## src/rtl/ofswitch_stats_pkg.sv

```systemverilog
// rtl/ofswitch_stats_pkg.sv - shared types and default addresses for the flow statistics poller
package ofswitch_stats_pkg;

   typedef enum logic [3:0] {
      IDLE,
      AR_PKT,
      R_PKT,
      AR_BYTE,
      R_BYTE,
      AR_TIME,
      R_TIME,
      AR_CTIME,
      R_CTIME,
      COMMIT
   } t_poll_state;

   localparam logic [31:0] DEF_BASE_ADDR = 32'hC000_0000;
   localparam logic [31:0] DEF_OFF_PKT   = 32'h0000_0020;
   localparam logic [31:0] DEF_OFF_BYTE  = 32'h0000_0024;
   localparam logic [31:0] DEF_OFF_TIME  = 32'h0000_0028;
   localparam logic [31:0] DEF_OFF_CTIME = 32'h0001_0010;

   localparam logic [1:0] AXI_RESP_OKAY = 2'b00;

endpackage

```

## src/rtl/stats_axil_read_ch.sv

```systemverilog
// rtl/stats_axil_read_ch.sv - single AXI4-Lite read (AR then R) with a per-phase handshake timeout
module stats_axil_read_ch #(
   parameter int C_TIMEOUT = 256
) (
   input  logic        clk,
   input  logic        reset,
   input  logic        req,
   input  logic [31:0] req_addr,
   output logic [31:0] araddr,
   output logic        arvalid,
   input  logic        arready,
   input  logic        rvalid,
   output logic        rready,
   output logic        ar_done,
   output logic        r_done,
   output logic        timeout
);

   localparam int TW = $clog2(C_TIMEOUT + 1);

   logic [TW-1:0] wait_cnt;

   assign ar_done = arvalid & arready;
   assign r_done  = rready & rvalid;
   // A handshake landing on the final allowed cycle still completes normally.
   assign timeout = (arvalid | rready) & ~ar_done & ~r_done & (wait_cnt == TW'(C_TIMEOUT - 1));

   always_ff @(posedge clk or posedge reset) begin
      if (reset) begin
         araddr   <= '0;
         arvalid  <= 1'b0;
         rready   <= 1'b0;
         wait_cnt <= '0;
      end else if (timeout) begin
         arvalid  <= 1'b0;
         rready   <= 1'b0;
         wait_cnt <= '0;
      end else begin
         if (req) begin
            arvalid <= 1'b1;
            araddr  <= req_addr;
         end else if (ar_done) begin
            arvalid <= 1'b0;
         end

         if (ar_done)
            rready <= 1'b1;
         else if (r_done)
            rready <= 1'b0;

         if (req || ar_done || r_done)
            wait_cnt <= '0;
         else if (arvalid || rready)
            wait_cnt <= wait_cnt + 1'b1;
      end
   end

endmodule

```

## src/rtl/ofswitch_stats_poller.sv

```systemverilog
// rtl/ofswitch_stats_poller.sv - periodic AXI4-Lite sweep of flow statistics into an atomic snapshot
module ofswitch_stats_poller
   import ofswitch_stats_pkg::*;
#(
   parameter logic [31:0] C_BASE_ADDR     = DEF_BASE_ADDR,
   parameter logic [31:0] C_OFF_PKT       = DEF_OFF_PKT,
   parameter logic [31:0] C_OFF_BYTE      = DEF_OFF_BYTE,
   parameter logic [31:0] C_OFF_TIME      = DEF_OFF_TIME,
   parameter logic [31:0] C_OFF_CTIME     = DEF_OFF_CTIME,
   parameter int          C_POLL_INTERVAL = 4096,
   parameter int          C_TIMEOUT       = 256
) (
   input  logic        clk,
   input  logic        reset,
   input  logic        start,
   input  logic        clear_err,
   output logic [31:0] m_axi_stats_araddr,
   output logic [2:0]  m_axi_stats_arprot,
   output logic        m_axi_stats_arvalid,
   input  logic        m_axi_stats_arready,
   input  logic        m_axi_stats_rvalid,
   output logic        m_axi_stats_rready,
   input  logic [31:0] m_axi_stats_rdata,
   input  logic [1:0]  m_axi_stats_rresp,
   output logic [31:0] stat_pkt_count,
   output logic [31:0] stat_byte_count,
   output logic [31:0] stat_time,
   output logic [31:0] stat_ctime,
   output logic        snapshot_valid,
   output logic [15:0] snapshot_seq,
   output logic        busy,
   output logic        resp_err,
   output logic        timeout_err
);

   localparam int IW = (C_POLL_INTERVAL > 1) ? $clog2(C_POLL_INTERVAL) : 1;

   t_poll_state state, next_state;

   logic [IW-1:0] ival_cnt;
   logic          auto_wrap;
   logic          pending;
   logic          sweep_bad;
   logic          rd_req;
   logic [31:0]   rd_addr;
   logic          ar_done, r_done, rd_timeout;
   logic          r_bad;
   logic [31:0]   sh_pkt, sh_byte, sh_time, sh_ctime;

   assign m_axi_stats_arprot = 3'b000;
   assign auto_wrap = (C_POLL_INTERVAL != 0) && (ival_cnt == IW'(C_POLL_INTERVAL - 1));
   assign r_bad     = r_done && (m_axi_stats_rresp != AXI_RESP_OKAY);

   stats_axil_read_ch #(
      .C_TIMEOUT (C_TIMEOUT)
   ) u_read_ch (
      .clk      (clk),
      .reset    (reset),
      .req      (rd_req),
      .req_addr (rd_addr),
      .araddr   (m_axi_stats_araddr),
      .arvalid  (m_axi_stats_arvalid),
      .arready  (m_axi_stats_arready),
      .rvalid   (m_axi_stats_rvalid),
      .rready   (m_axi_stats_rready),
      .ar_done  (ar_done),
      .r_done   (r_done),
      .timeout  (rd_timeout)
   );

   always_ff @(posedge clk or posedge reset) begin
      if (reset)
         state <= IDLE;
      else
         state <= next_state;
   end

   always_comb begin
      next_state = state;
      case (state)
         IDLE:     if (pending) next_state = AR_PKT;
         AR_PKT:   if (rd_timeout) next_state = IDLE; else if (ar_done) next_state = R_PKT;
         R_PKT:    if (rd_timeout) next_state = IDLE; else if (r_done)  next_state = AR_BYTE;
         AR_BYTE:  if (rd_timeout) next_state = IDLE; else if (ar_done) next_state = R_BYTE;
         R_BYTE:   if (rd_timeout) next_state = IDLE; else if (r_done)  next_state = AR_TIME;
         AR_TIME:  if (rd_timeout) next_state = IDLE; else if (ar_done) next_state = R_TIME;
         R_TIME:   if (rd_timeout) next_state = IDLE; else if (r_done)  next_state = AR_CTIME;
         AR_CTIME: if (rd_timeout) next_state = IDLE; else if (ar_done) next_state = R_CTIME;
         R_CTIME:  if (rd_timeout) next_state = IDLE; else if (r_done)  next_state = COMMIT;
         COMMIT:   next_state = IDLE;
         default:  next_state = IDLE;
      endcase
   end

   // A read is launched on every entry into an AR state; the channel registers it.
   always_comb begin
      busy    = (state != IDLE);
      rd_req  = 1'b0;
      rd_addr = '0;
      if (next_state != state) begin
         case (next_state)
            AR_PKT:   begin rd_req = 1'b1; rd_addr = C_BASE_ADDR + C_OFF_PKT;   end
            AR_BYTE:  begin rd_req = 1'b1; rd_addr = C_BASE_ADDR + C_OFF_BYTE;  end
            AR_TIME:  begin rd_req = 1'b1; rd_addr = C_BASE_ADDR + C_OFF_TIME;  end
            AR_CTIME: begin rd_req = 1'b1; rd_addr = C_BASE_ADDR + C_OFF_CTIME; end
            default:  begin rd_req = 1'b0; rd_addr = '0; end
         endcase
      end
   end

   always_ff @(posedge clk or posedge reset) begin
      if (reset) begin
         ival_cnt        <= '0;
         pending         <= 1'b0;
         sweep_bad       <= 1'b0;
         sh_pkt          <= '0;
         sh_byte         <= '0;
         sh_time         <= '0;
         sh_ctime        <= '0;
         stat_pkt_count  <= '0;
         stat_byte_count <= '0;
         stat_time       <= '0;
         stat_ctime      <= '0;
         snapshot_valid  <= 1'b0;
         snapshot_seq    <= '0;
         resp_err        <= 1'b0;
         timeout_err     <= 1'b0;
      end else begin
         if (auto_wrap || C_POLL_INTERVAL == 0)
            ival_cnt <= '0;
         else
            ival_cnt <= ival_cnt + 1'b1;

         // New triggers win over the clear so a request arriving on the launch cycle is kept.
         if (auto_wrap || start)
            pending <= 1'b1;
         else if (state == IDLE && next_state == AR_PKT)
            pending <= 1'b0;

         if (state == IDLE)
            sweep_bad <= 1'b0;
         else if (r_bad)
            sweep_bad <= 1'b1;

         if (rd_timeout) begin
            sh_pkt   <= '0;
            sh_byte  <= '0;
            sh_time  <= '0;
            sh_ctime <= '0;
         end else if (r_done) begin
            case (state)
               R_PKT:   sh_pkt   <= m_axi_stats_rdata;
               R_BYTE:  sh_byte  <= m_axi_stats_rdata;
               R_TIME:  sh_time  <= m_axi_stats_rdata;
               R_CTIME: sh_ctime <= m_axi_stats_rdata;
               default: ;
            endcase
         end

         snapshot_valid <= 1'b0;
         if (state == COMMIT && !sweep_bad) begin
            stat_pkt_count  <= sh_pkt;
            stat_byte_count <= sh_byte;
            stat_time       <= sh_time;
            stat_ctime      <= sh_ctime;
            snapshot_valid  <= 1'b1;
            snapshot_seq    <= snapshot_seq + 16'd1;
         end

         if (r_bad)
            resp_err <= 1'b1;
         else if (clear_err)
            resp_err <= 1'b0;

         if (rd_timeout)
            timeout_err <= 1'b1;
         else if (clear_err)
            timeout_err <= 1'b0;
      end
   end

endmodule

```

## config.mk

```make
export PLATFORM = sky130hd
export DESIGN_NAME = ofswitch_stats_poller
export DESIGN_NICKNAME = d
export VERILOG_FILES = /design/src/rtl/ofswitch_stats_pkg.sv /design/src/rtl/stats_axil_read_ch.sv /design/src/rtl/ofswitch_stats_poller.sv
export SDC_FILE = /design/constraint.sdc
export NUM_CORES = 1
export LEC_CHECK = 0
export ABC_AREA = 1
export CORE_MARGIN = 5
export CORE_UTILIZATION = 33
export CTS_CLUSTER_SIZE = 16
export DETAILED_ROUTE_END_ITERATION = 10
export MAX_ROUTING_LAYER = met4
export PLACE_DENSITY = 0.62
export SLEW_MARGIN = 20
export SYNTH_ARGS = -nofsm -noshare
export SYNTH_HDL_FRONTEND = slang
export SYNTH_SLANG_ARGS = --single-unit
```

## constraint.sdc

```tcl
create_clock -name clk -period 29 [get_ports clk]
set_input_delay 4.35 -clock clk [delete_from_list [all_inputs] [get_ports clk]]
set_output_delay 4.35 -clock clk [all_outputs]
set_load 0.01 [all_outputs]
```

==> results.tsv, run 1 <==
metric	value	unit
syn_area_per_cell	9.164	sq um
final.min_clock_period	6.589	ns
area_delta_synth_final	28.50	%
max_stage_delay	0.51	ns
clock.fmax	151.8	MHz
critPathLaunch	m_axi_stats_arready	
drive_above_1_share	6.117	%
die_w	203.1	um
viasPerCell	4.602	
total_leakage_power	7.912	nW
fin_ws	22.41	ns
hold_violations	0	
reg2reg_depth	14	
rows	70	
period_share	22.72	%
power.density	57.28	nW/um^2
timing.setup.tns	0	ns
crit_chain	clkdlybuf4s50_1 > nand2_2 > inv_2 > nor2_1 > nand2_2 > buf_4 > inv_2 > nor2_4 > buf_4 > o21ai_0	
cts_tree	yes	
worst_pin_slew	1.026	ns
cp-start-kind	primary input	
dp_hpwl	20820	um
hp-class	flip-flop to flip-flop	
cts_inserted_buffers	36	
synth.top_cell.area_share	62.83	%
finClkSkew	0.01257	ns
min_to	stat_ctime[17]$_DFFE_PP0P_	
ys_seq_area_share	62.83	%
post_cts.repair.setup_buffers	0	
antenna_found_initial	0	
setup_viol	0	
clock-root-buffer	clkbuf_16	
yosysTopAreaCell	dfrtp_1	
arrival	6.95	ns
critPathRequiredTime	29.36	ns
endpoint_kind	flip-flop	
drtAntennaViolNets	0	
via_count	9301	
cts_resized	0	
die_area	41260	sq um
n_antenna_cell	0	
cap_violations	0	
initial_core_util	33.54	%
r2r_end	sh_pkt[11]$_DFFE_PP0P_	
slowest_stage	nor2_4	
vdd.ir_drop.worst	0.00003309	V
min_path_cells	2	
synth-seq-cells	309	
syn_area	12310	sq um
critPathMaxFanout	42	
rrSetupSlack	25.74	ns
r2r-start	u_read_ch.wait_cnt[0]$_DFFE_PP0P_	
dieHeight	203.1	um
core_area	36700	sq um
holdBufCountCts	0	
outcome	finished clean	
rsz0062_at_grt	false	
io_buffers	196	
whs	0.4647	ns
min_from	sh_ctime[17]$_DFFE_PP0P_	
maxSlewViolCount	0	
cts.clk_slew.worst_paths	0.06	ns
synthCells	1343	
nets	1569	
yosys_warnings	0	
drc	0	
clock_latency	0.51	ns
cts-htree-levels	2	
drtIter0Drc	687	
p_total	905.8	uW
cts.path.max_buffers	3	
finalWirelength	31680	um
gp_congestion	0.8402	
grt_overflow	0	
worstSetupPathType	primary input to flip-flop	
grt_pass1_vias	9515	
grt_usage	15.60	%
crit_buf_inv	5	
clock_sinks	309	
post_synth_num_cell_types	36	
grt_pass1_wl	51450	um
maxSlewHeadroom	31.60	%
first_pass_iters	5	
grt_max_degree	98	
critical-path-top-delay-family	buffers and inverters	
dpl_worst_slack	21.83	ns
synth_area_leaders	dfrtp_1 (63%), nand2_1 (19%), o21ai_0 (5.5%)	
wl_per_cell	15.67	um
top_level_ports	225	
fillers	3543	
[Yosys cell counts, drive strengths merged]
library cell / n
a21oi: 8
a22oi: 1
buf: 42
clkbuf: 49
conb: 1
dfrtp: 309
ha: 4
inv: 48
nand2: 620
nand3: 31
nand3b: 8
nand4: 5
nor2: 40
nor3: 2
nor3b: 2
nor4: 3
o21a: 1
o21ai: 137
o22ai: 2
or2: 1
xnor2: 10
xor2: 19
[metrics by stage]
step	cells	util, %	cell area [sq um]
global route	2021	43.09	15810
floorplan	1370	-	12410
CTS	2020	43.02	15790
detailed placement	1954	39.74	14580
global placement	1954	39.74	14580
finish	2021	43.09	15810
[power by group]
group	switching [mW]	total (mW)	internal [mW]
Combinational	0.0144	0.0202	0.00578
Sequential	0.00000000000000000326	0.431	0.431
Clock	0.179	0.454	0.275
Total	0.194	0.906	0.712
[layout make-up]
cell class / instances / area, sq um / area share [%]
inverters: 48 / 190.2 / 1.203
repair buffers: 208 / 2072 / 13.10
clock inverters: 18 / 186.4 / 1.179
flip-flops and latches: 309 / 7732 / 48.90
multi-input cells: 922 / 4030 / 25.48
well taps: 468 / 585.6 / 3.703
clock buffers: 48 / 1017 / 6.433
[cell usage in the layout (no fill, tap or decap), types with 4 or more instances in the layout]
| cell | Yosys | final |
|---|---|---|
| nand2_1 | 615 | 615 |
| dfrtp_1 | 309 | 309 |
| clkdlybuf4s50_1 | 0 | 196 |
| o21ai_0 | 135 | 135 |
| inv_1 | 43 | 42 |
| clkbuf_16 | 0 | 37 |
| nor2_1 | 37 | 35 |
| nand3_1 | 31 | 31 |
| conb_1 | 1 | 28 |
| xor2_1 | 19 | 19 |
| buf_4 | 31 | 11 |
| xnor2_1 | 10 | 10 |
| nand3b_1 | 8 | 8 |
| clkinv_2 | 0 | 8 |
| a21oi_1 | 7 | 7 |
| clkbuf_1 | 49 | 6 |
| clkbuf_8 | 0 | 5 |
| nor2_4 | 2 | 4 |
| nand2_2 | 4 | 4 |
| nand4_1 | 4 | 4 |
| inv_2 | 5 | 4 |
| ha_1 | 4 | 4 |
| clkinvlp_4 | 0 | 4 |
[kinds of logic after synthesis]
family	share of synthesized area, %
flops	62.83
xor+xnor	2.064
fa+ha+maj	0.4067
simple gates	23.08
compound gates	6.151
other cells	0.03047
buf+inv	5.439
[worst min-delay path, cell delays in order, from the launching register on]
cell and delay, ns:
dfrtp_1 0.34, nand2_1 0.05, nand2_1 0.04
[layer usage]
metal  vias up  part of all wire [%]  global-route usage, %
met1      4505                    46                  21.10
met3        33                   5.2                  2.763
met4         0                   1.4                  2.987
li1       4517                     -                      -
met2       246                    48                  25.13
met5         -                     0                      -
[flip-flops by register name, indices dropped and copies added (netlist names), 5 cells and up]
| name | flops |
|---|---|
| stat_time | 32 |
| snapshot_seq | 16 |
| u_read_ch.wait_cnt | 9 |
| stat_ctime | 32 |
| stat_pkt_count | 32 |
| ival_cnt | 12 |
| stat_byte_count | 32 |
| sh_time | 32 |
| sh_ctime | 32 |
| u_read_ch.araddr | 5 |
| sh_byte | 32 |
| sh_pkt | 32 |
[worst max-delay path by stage]
| stage | endpoint | slack (ns) | cells past startpoint |
|---|---|---|---|
| finish | sh_pkt[11]$_DFFE_PP0P_ | 22.41 | 10 |
| global route | sh_byte[29]$_DFFE_PP0P_ | 22.14 | 11 |
| CTS | sh_pkt[11]$_DFFE_PP0P_ | 22.36 | 10 |
| detailed placement | sh_pkt[11]$_DFFE_PP0P_ | 21.83 | 10 |
| global placement | sh_pkt[14]$_DFFE_PP0P_ | 21.90 | 10 |
| floorplan | ival_cnt[0]$_DFF_PP0_ | 16.11 | 1 |
No activity file was read; power rests on OpenSTA's default activity.
==> inputs of run 2 (changes only) <==
==> constraint.sdc (replaced) <==
create_clock -name clk -period 6.7 [get_ports clk]
set_input_delay 1.005 -clock clk [delete_from_list [all_inputs] [get_ports clk]]
set_output_delay 1.005 -clock clk [all_outputs]
set_load 0.01 [all_outputs]
==> run 2 against run 1 <==
Net effect:
- register-to-register slack worse by 23 ns
- routed wire length is 1.3% lower
- via count is 0.73% lower
- largest cell class unchanged
- die area stayed put
- worst setup slack worse by 19 ns
==> results.tsv, run 2 (synthesized netlist as in run 1, its figures left out) <==
metric	value	unit	change
outcome	finished clean		unchanged
clock_latency	0.50	ns	was 0.51 ns
crit_path_frequent_cell	nand2_1		
grt_usage	15.44	%	was 15.60%
rrSetupSlack	3.01	ns	was 25.74 ns
layout_common_cells	nand2_1 (615), dfrtp_1 (309), clkdlybuf4s50_1 (196), o21ai_0 (135), inv_1 (42)		unchanged
final.min_clock_period	3.687	ns	
hold_violations	0		unchanged
switchingPower	817.6	uW	was 193.6 uW
cts_tree	yes		unchanged
finalWirelength	31260	um	was 31,680 um
rsz0062_at_grt	false		unchanged
drtAntennaViolNets	0		unchanged
period_share	55.03	%	
initial_core_util	33.54	%	unchanged
cts.clk_slew.worst_paths	0.06	ns	about the same
finClkSkew	0.008756	ns	was 0.01257 ns
die_area	41260	sq um	unchanged
power.density	245.2	nW/um^2	was 57.28 nW/um^2
drive_above_1_share	5.757	%	was 6.117%
crit_chain	ha_1 > nand3_1 > nor3b_1 > nand2_1 > nor2_1 > ha_1 > nand2_1 > inv_1 > nand2_2 > inv_2 > a21oi_1 > nand2_1 > nand2_1 > nand2_1 > nor2_1 > nand2_1 > nand3_1 > nand2_1 > nand2_1		was clkdlybuf4s50_1 > nand2_2 > inv_2 > nor2_1 > nand2_2 > buf_4 > inv_2 > nor2_4 > buf_4 > o21ai_0
r2r-start	u_read_ch.wait_cnt[0]$_DFFE_PP0P_		unchanged
rows	70		unchanged
clock-root-buffer	clkbuf_16		unchanged
cp.depth	19		was 10
grt_max_degree	158		was 98
hp-class	flip-flop to flip-flop		unchanged
vdd.ir_drop.worst	0.0001481	V	was 0.00003309 V
dp_hpwl	20240	um	was 20,820 um
die_w	203.1	um	unchanged
total_leakage_power	7.877	nW	was 7.912 nW
clock_sinks	309		unchanged
p_total	3.862	mW	was 905.8 uW
wl_per_cell	15.51	um	was 15.67 um
core_area	36700	sq um	unchanged
critPathRequiredTime	7.08	ns	was 29.36 ns
swShare	21.17	%	was 21.37%
grt_pass1_wl	50850	um	was 51,450 um
area_delta_synth_final	27.98	%	was 28.50%
pwr-share-seq	48.3	%	was 47.6%
cts-htree-levels	2		unchanged
combPwrFrac	2.2	%	about the same
grt_pass1_vias	9322		was 9,515
crit_buf_inv	2		was 5
maxSlewViolCount	0		unchanged
r2r_end	u_read_ch.araddr[3]$_DFFE_PP0P_		was sh_pkt[11]$_DFFE_PP0P_
viasPerCell	4.582		was 4.602
arrival	4.07	ns	was 6.95 ns
maxSlewHeadroom	30.64	%	was 31.60%
max_stage_delay	0.56	ns	was 0.51 ns
cp-start-kind	flip-flop		was primary input
holdBufCountCts	0		unchanged
setup_viol	0		unchanged
clock.fmax	271.2	MHz	
endpoint_kind	flip-flop		unchanged
nets	1565		was 1,569
first_pass_iters	6		was 5
worstSetupPathType	flip-flop to flip-flop		was primary input to flip-flop
final_common_cell	nand2_1		unchanged
top_level_ports	225		unchanged
power.internal	3.044	mW	was 712.3 uW
critical-path-top-delay-family	simple AND/OR/NAND/NOR gates		was buffers and inverters
clock_power_share	49.5	%	was 50.2%
via_count	9233		was 9,301
endpoint	u_read_ch.araddr[3]$_DFFE_PP0P_		was sh_pkt[11]$_DFFE_PP0P_
cap_violations	0		unchanged
cts_resized	0		unchanged
slowest_stage	nand2_2		was nor2_4
cts.path.max_buffers	3		unchanged
critPathMaxFanout	42		unchanged
post_cts.repair.setup_buffers	0		unchanged
critPathLaunch	u_read_ch.wait_cnt[0]$_DFFE_PP0P_		was m_axi_stats_arready
cts_inserted_buffers	36		unchanged
gp_congestion	0.8376		was 0.8402
grt_overflow	0		unchanged
drtIter0Drc	572		was 687
worst_pin_slew	1.040	ns	was 1.026 ns
io_buffers	196		unchanged
drc	0		unchanged
timing.setup.tns	0	ns	unchanged
antenna_found_initial	1		was 0
dieHeight	203.1	um	unchanged
reg2reg_depth	19		was 14
postLayoutCoreUtil	42.92	%	was 43.09%
## run 2: cell types whose count changed in the layout (fill, tap and decap cells not counted), sizes merged
cell and change:
buf -4, bufinv -1, clkinv +2, diode +1, inv -4
## run 2: cell type report
class	count	area (sq um)
clock buffers	48	1027
multi-input cells	922	4036
diodes	1	2.502
well taps	468	585.6
inverters	48	186.4
repair buffers	204	2047
clock inverters	15	132.6
fillers	3592	20950
flip-flops and latches	309	7732
## run 2: metal layers
layer | vias up | GRT usage (%) | share of wire [%]
li1 | 4516 | - | -
met1 | 4446 | 21.16 | 47
met2 | 228 | 24.27 | 46
met3 | 43 | 2.827 | 5.5
met4 | 0 | 3.373 | 1.7
met5 | - | - | 0
## run 2: how the worst min path moves through the flow
| stage | start | to | slack (ns) | cells after the start |
|---|---|---|---|---|
| 4_1_cts | sh_ctime[28]$_DFFE_PP0P_ | stat_ctime[28]$_DFFE_PP0P_ | 0.47 | 2 |
| 3_3_place_gp | sh_time[15]$_DFFE_PP0P_ | stat_time[15]$_DFFE_PP0P_ | 0.45 | 2 |
| 3_5_place_dp | sh_pkt[17]$_DFFE_PP0P_ | stat_pkt_count[17]$_DFFE_PP0P_ | 0.45 | 2 |
| 6_report | sh_ctime[28]$_DFFE_PP0P_ | stat_ctime[28]$_DFFE_PP0P_ | 0.46 | 2 |
| 2_1_floorplan | sh_byte[0]$_DFFE_PP0P_ | stat_byte_count[0]$_DFFE_PP0P_ | 0.44 | 2 |
| 5_1_grt | sh_pkt[0]$_DFFE_PP0P_ | stat_pkt_count[0]$_DFFE_PP0P_ | 0.49 | 2 |
## run 2: power by group through the flow
stage	clock network, mW	registers [mW]	logic [mW]
global placement	0	1.90	0.0884
floorplan	0	1.90	0.0542
detailed placement	0	1.90	0.0879
finish	1.91	1.87	0.0847
CTS	1.96	1.87	0.0881
global route	2.04	1.87	0.0976
## run 2: metrics by stage
stage / worst slack [ns] / cell area [sq um] / instances / hold WS [ns]
floorplan: 1.582 / 12410 / 1370 / 0.4422
global placement: 2.675 / 14580 / 1951 / 0.4511
detailed placement: 2.587 / 14590 / 1951 / 0.4542
CTS: 2.987 / 15750 / 2014 / 0.4660
global route: 2.517 / 15750 / 2015 / 0.4878
finish: 3.013 / 15750 / 2015 / 0.4625
## run 2: worst min-delay path: stages, from the launching register on
cell and delay [ns]:
dfrtp_1 0.34, nand2_1 0.05, nand2_1 0.04
